$ cat src/rtl/inst_mem_arbiter.sv
// Two-requester arbiter for a single-port instruction RAM. Fetch normally wins;
// the loader gets a turn after MAX_WAIT stalled cycles and can lock fetch out.
`ifndef IM_ADDR_BIT
`define IM_ADDR_BIT 10
`endif

module inst_mem_arbiter #(
  parameter int ADDR_W   = `IM_ADDR_BIT,
  parameter int MAX_WAIT = 4
) (
  input  logic              clk,
  input  logic              rst_n,
  input  logic              f_req,
  input  logic [ADDR_W-1:0] f_addr,
  output logic              f_gnt,
  output logic              f_rvalid,
  output logic [31:0]       f_rdata,
  input  logic              l_req,
  input  logic              l_we,
  input  logic [ADDR_W-1:0] l_addr,
  input  logic [31:0]       l_wdata,
  input  logic              l_lock,
  output logic              l_gnt,
  output logic              l_rvalid,
  output logic [31:0]       l_rdata,
  output logic              locked,
  output logic              mem_en,
  output logic              mem_we,
  output logic [ADDR_W-1:0] mem_addr,
  output logic [31:0]       mem_wdata,
  input  logic [31:0]       mem_rdata
);

  typedef enum logic {NORMAL = 1'b0, LOCKED = 1'b1} state_t;

  localparam logic [3:0] MAX_W = 4'(MAX_WAIT);

  state_t      state_q;
  logic [3:0]  wait_q, wait_d;
  logic        f_rvalid_q, l_rvalid_q;

  // Grants are gated by rst_n so nothing reaches the RAM while reset is held.
  always_comb begin
    f_gnt = 1'b0;
    l_gnt = 1'b0;
    if (rst_n) begin
      if (state_q == LOCKED) begin
        l_gnt = l_req;
      end else if (l_req && (wait_q == MAX_W)) begin
        l_gnt = 1'b1;
      end else if (f_req) begin
        f_gnt = 1'b1;
      end else begin
        l_gnt = l_req;
      end
    end
  end

  always_comb begin
    mem_en    = f_gnt | l_gnt;
    mem_we    = l_gnt & l_we;
    mem_addr  = '0;
    mem_wdata = '0;
    if (f_gnt) begin
      mem_addr = f_addr;
    end else if (l_gnt) begin
      mem_addr  = l_addr;
      mem_wdata = l_wdata;
    end
  end

  always_comb begin
    wait_d = wait_q;
    if ((state_q == LOCKED) || !l_req || l_gnt) begin
      wait_d = '0;
    end else if (wait_q < MAX_W) begin
      wait_d = wait_q + 4'd1;
    end
  end

  always_ff @(posedge clk or negedge rst_n) begin
    if (!rst_n) begin
      state_q    <= NORMAL;
      wait_q     <= '0;
      f_rvalid_q <= 1'b0;
      l_rvalid_q <= 1'b0;
    end else begin
      state_q    <= l_lock ? LOCKED : NORMAL;
      wait_q     <= wait_d;
      f_rvalid_q <= f_gnt;
      l_rvalid_q <= l_gnt & ~l_we;
    end
  end

  assign locked   = (state_q == LOCKED);
  assign f_rvalid = f_rvalid_q;
  assign l_rvalid = l_rvalid_q;
  assign f_rdata  = mem_rdata;
  assign l_rdata  = mem_rdata;

endmodule

$ cat config.mk
export PLATFORM = sky130hd
export DESIGN_NAME = inst_mem_arbiter
export DESIGN_NICKNAME = d
export VERILOG_FILES = /design/src/rtl/inst_mem_arbiter.sv
export SDC_FILE = /design/constraint.sdc
export NUM_CORES = 1
export LEC_CHECK = 0
export ABC_AREA = 1
export CAP_MARGIN = 25
export CORE_MARGIN = 2
export CORE_UTILIZATION = 21
export DETAILED_ROUTE_END_ITERATION = 8
export GPL_ROUTABILITY_DRIVEN = 0
export PLACE_DENSITY = 0.78
export SETUP_SLACK_MARGIN = 0.05
export SYNTH_ARGS = -nofsm -noshare
export SYNTH_HDL_FRONTEND = slang
export SYNTH_SLANG_ARGS = --single-unit
$ cat constraint.sdc
create_clock -name clk -period 1.3 [get_ports clk]
set_input_delay 0.195 -clock clk [delete_from_list [all_inputs] [get_ports clk]]
set_output_delay 0.195 -clock clk [all_outputs]
set_load 0.02 [all_outputs]
# Yosys cells after proc, flatten, opt, wreduce, memory -nomap -nowiden
# Cells that the tools add are included.
# classes
reduce_logical	5
n_lt_le_gt_ge	1
eq_ne	1
mux	15
bitwise_logic	4
addsub	1
# op_table
op	count
two-way mux 32 bit	2
two-way mux 10 bit	2
two-way mux 1 bit	9
two-way mux 4 bit	2
adder 4 x 1 -> 4 bit, second input constant	1
== test 4 x 3 -> 1 bit, second input constant	1
< comparator 4 x 3 -> 1 bit, second input constant	1
bitwise AND 1 bit	2
logical OR 1 bit	2
nonzero test 2 bit	1
logical AND 1 bit	1
logical NOT 1 bit	1
inverter 1 bit	1
bitwise OR 1 bit	1
# word_totals
ff_bits	7
inputBits	90
wordCells	31

# Longest topological paths before layout
# depth
depth_word	7
depth_mapped	7

# Worst setup path after synthesis
# Ideal clock, no wire load.
# synth_path
kind	register to output
from	register wait_q[0]
to	output port mem_addr[1]
t_arrival_ns	1.361
path_buffers	1
path_slack_ns	-0.256
required_time_ns	1.105
stages_incl_launch_ff	7
path_cell_list	dfrtp_1 > inv_1 > ha_1 > nand4_1 > nand2_1 > buf_2 > o21ai_0
# synth_via
elab_chain_len	7
elab_cells_between_ends	10
# synth_lines
item	line_no	source
start: declaration	39	logic [3:0] wait_q, wait_d;
start signal: assignment	89	wait_q <= wait_d;
== test 4 x 3 -> 1 bit (*)	49	end else if (l_req && (wait_q == MAX_W)) begin
logical AND 1 bit (*)	49	
two-way mux 1 bit	49	
two-way mux 1 bit	47	if (state_q == LOCKED) begin
two-way mux 1 bit	46	if (rst_n) begin
two-way mux 10 bit	66	end else if (l_gnt) begin
two-way mux 10 bit (*)	64	if (f_gnt) begin
end: declaration	29	output logic [ADDR_W-1:0] mem_addr,
# Mark *: on every way between the ends. The rest lies on a longest branch, timed or not.

# Worst setup path after layout
# layout_path
from	register wait_q[0]
to	output port mem_wdata[20]
# layout_via
elab_chain_len	7
elab_cells_between_ends	10
# layout_lines
item	line_no	source
== test 4 x 3 -> 1 bit (*)	49	
logical AND 1 bit (*)	49	
two-way mux 1 bit	49	
two-way mux 1 bit	47	
two-way mux 1 bit	46	
two-way mux 32 bit	66	
two-way mux 32 bit (*)	64	
end: declaration	30	output logic [31:0] mem_wdata,
# Marks and branches as above.

==> metrics <==
status complete, but fails checks; failing checks negative setup slack; Reg-to-Reg Start wait_q[0]$_DFFE_PN0P_; Total GRT Usage 11.5%; Switching Power about 0.00045 W; Max-slew headroom approximately 84%; Syn. warnings 0; PwrDens 483 nW/um^2; area of the core 5920 um^2; Place WS -0.855 ns; initial core utilization about 22%; DR DRC count 0; commonest non-fill, non-tap cell in the layout clkdlybuf4s50_1; initial antenna violation count 0; fmax ~570 MHz; worst r2r path cells 10; Sink Count 7; XOR/XNOR Fraction of Synth Area 0.682%; DR iter-0 viols 12; slowest CP cell dfrtp_1; Hold/Removal Path Class input pin to async pin; number of global-route vias before repair 1,343; CTS tree done; Synth area leaders buf_4 38%, inv_1 15%, dfrtp_1 14%; Vias 1,352; max-cap violations 0; measured slew at the worst slew-check pin 0.243 ns; Num CTS Buffers 3; Skew-Pair Late Insertion Delay 0.24 ns; Synth Cell Area 1280 um^2; Clock power frac 25.2%; critical path cell sequence inv_2 -> ha_4 -> nand3_2 -> nand2_2 -> nand2_4 -> buf_12 -> buf_16 -> nor2_4 -> buf_6; Die H 82.2 um; Worst VDD drop 0.000415 V; RSZ-0062 raised after global routing yes; Switching Share between 30% and 40%; post-synthesis mux area share 0%; share of cells above drive strength 1 between 50% and 60%; share of the synthesized area in the top cell type 38.0%; Hold Vio Cnt, Final 0; max incr delay on CP approximately 0.38 ns; Synth Flop Type dfrtp_1; Area Overhead vs Synth 109%; DIE AREA 6750 um^2; setup violators final 51; Yosys reg bits 7; Simple-Gate Fraction of Synth Area 22.1%; Synth Area in Compound Gates 4.68%; HPWL after DPL 3100 um; CP Max Fanout 5; fin crit share 136%; Synth Area in Adders 1.95%; cell-internal power approximately 0.00085 W; port buffer count about 110; Wirelength per Cell 12.0 um; Yosys cell types 17; crit end category primary output; Reg clk slew, reported paths 0.04 ns; Via-to-Cell Ratio 3.84; Async S/R FF share, synth 100%; crit path time final 1.77 ns; post-synth top area cell buf_4; combinational power share 57.2%; placed cells 333; Fillers 571; final setup margin -0.467 ns; clk_skew about 0.00073 ns; Syn Area/Cell 6.20 um^2; Post-Syn Nets 299; number of diodes 0; Rows 28; Congestion Overflow GR 0; WL final 4220 um; largest net degree at the start of global routing 11; DR pass1 iterations 4; Setup CP Type flop to primary output; hold buffer count at CTS 0; reg-to-reg endpoint wait_q[1]$_DFFE_PN0P_; largest family of logic cells by synthesized area buffers and inverters; Die W 82.2 um; sequential area share after synthesis 13.6%; Post-Syn Instances slightly above 200; IO Count 203; Hold WS 0.0318 ns; Nets 370; first-pass GRT wire length roughly 6000 um; CP required between 1 and 1.5 ns; critical path launch point type flop; leakage power 1.30 nW; Slew Limit Fails 0; root buf cell clkbuf_8; share of power burned in registers 17.7%; depth of the CTS H-tree 1; R2R Setup Slk -0.23 ns; ANT nets after route 0; CP arrival ~1.6 ns; Layout Cells excl Fill between 300 and 400; Post-synth EDFFs 0; Clock Tree Buf Depth 2; most frequent cells in the layout 56 x clkdlybuf4s50_1, 48 x inv_1, 43 x buf_6, 31 x nor2_4, 23 x buf_4
==> stage by stage <==
| step | total power, W | util, % | TNS [ns] | cell area [um^2] |
|---|---|---|---|---|
| floorplan | 0.000829 | - | -1.08 | 1620 |
| global placement | 0.000873 | 39.9 | -36.30 | 2360 |
| detailed placement | 0.000884 | 39.9 | -36.97 | 2360 |
| CTS | 0.00131 | 45.1 | -20.76 | 2670 |
| global route | 0.00138 | 45.4 | -23.50 | 2690 |
| finish | 0.00130 | 45.4 | -19.03 | 2690 |
==> critical path, delay by kind of cell (launching register included) <==
kind	cells	cell delay (ns)
buf+inv	4	0.49
flops	1	0.38
simple gates	4	0.33
fa+ha+maj	1	0.14
==> synthesized netlist by cell type (2+ instances only) <==
master / instances
inv_1: 52
ha_1: 2
dfrtp_1: 7
nand2_1: 5
buf_4: 65
nor2_2: 10
o21ai_0: 10
nand3_1: 11
buf_6: 3
nor2_1: 33
buf_2: 2
a21oi_1: 2
==> registers in the layout (all words and copies together) (netlist names) <==
signal	count
f_rvalid	1
l_rvalid	1
locked	1
wait_q	4
==> power by group through the flow <==
stage	clock network [W]	registers (W)	logic, W
after floorplan	0	0.000238	0.000592
after global placement	0	0.000232	0.000641
after detailed placement	0	0.000232	0.000651
after CTS	0.000334	0.000229	0.000747
after global routing	0.000356	0.000230	0.000795
final	0.000326	0.000229	0.000742
==> final cells by class <==
cell class | count | area, um^2 | area share, %
clock buffer | 4 | 45.0 | 1.68
inverter | 53 | 201 | 7.49
multi-input combinational | 77 | 743 | 27.6
sequential | 7 | 176 | 6.56
tap | 75 | 93.8 | 3.49
timing repair buffer | 136 | 1430 | 53.1
==> what timing repair did <==
action | CTS | global route
resized for setup | 290 | 10
pin swaps | 4 | 0
buffers inserted | 12 | 2
gates cloned | 3 | 0
endpoints found under the setup margin | 53 | 52
==> kinds of logic after synthesis <==
group	after synthesis
buffers and inverters	123
AND/OR/NAND/NOR	62
AO/OA/AOI/OAI	12
flip-flops	7
adder cells (fa/ha/maj)	2
XOR/XNOR	1
==> worst max-delay path by stage <==
stage / from / end / slack [ns] / cells past startpoint
global placement: rst_n / mem_addr[7] / -0.79 / 7
CTS: wait_q[0]$_DFFE_PN0P_ / mem_wdata[4] / -0.48 / 9
floorplan: wait_q[1]$_DFFE_PN0P_ / mem_wdata[0] / -0.05 / 7
global route: wait_q[1]$_DFFE_PN0P_ / mem_addr[8] / -0.56 / 8
finish: wait_q[0]$_DFFE_PN0P_ / mem_wdata[20] / -0.47 / 9
detailed placement: rst_n / mem_addr[2] / -0.85 / 7
==> metal layers <==
| layer | global-route usage [%] | wire [um] | vias to the layer above |
|---|---|---|---|
| li1 | - | - | 666 |
| met2 | 21.8 | 2210 | 85 |
| met3 | 4.02 | 494 | 19 |
| met1 | 10.8 | 1380 | 582 |
| met5 | 0 | 0 | - |
| met4 | 5.67 | 131 | 0 |
Power figures use the tool's default switching activity.
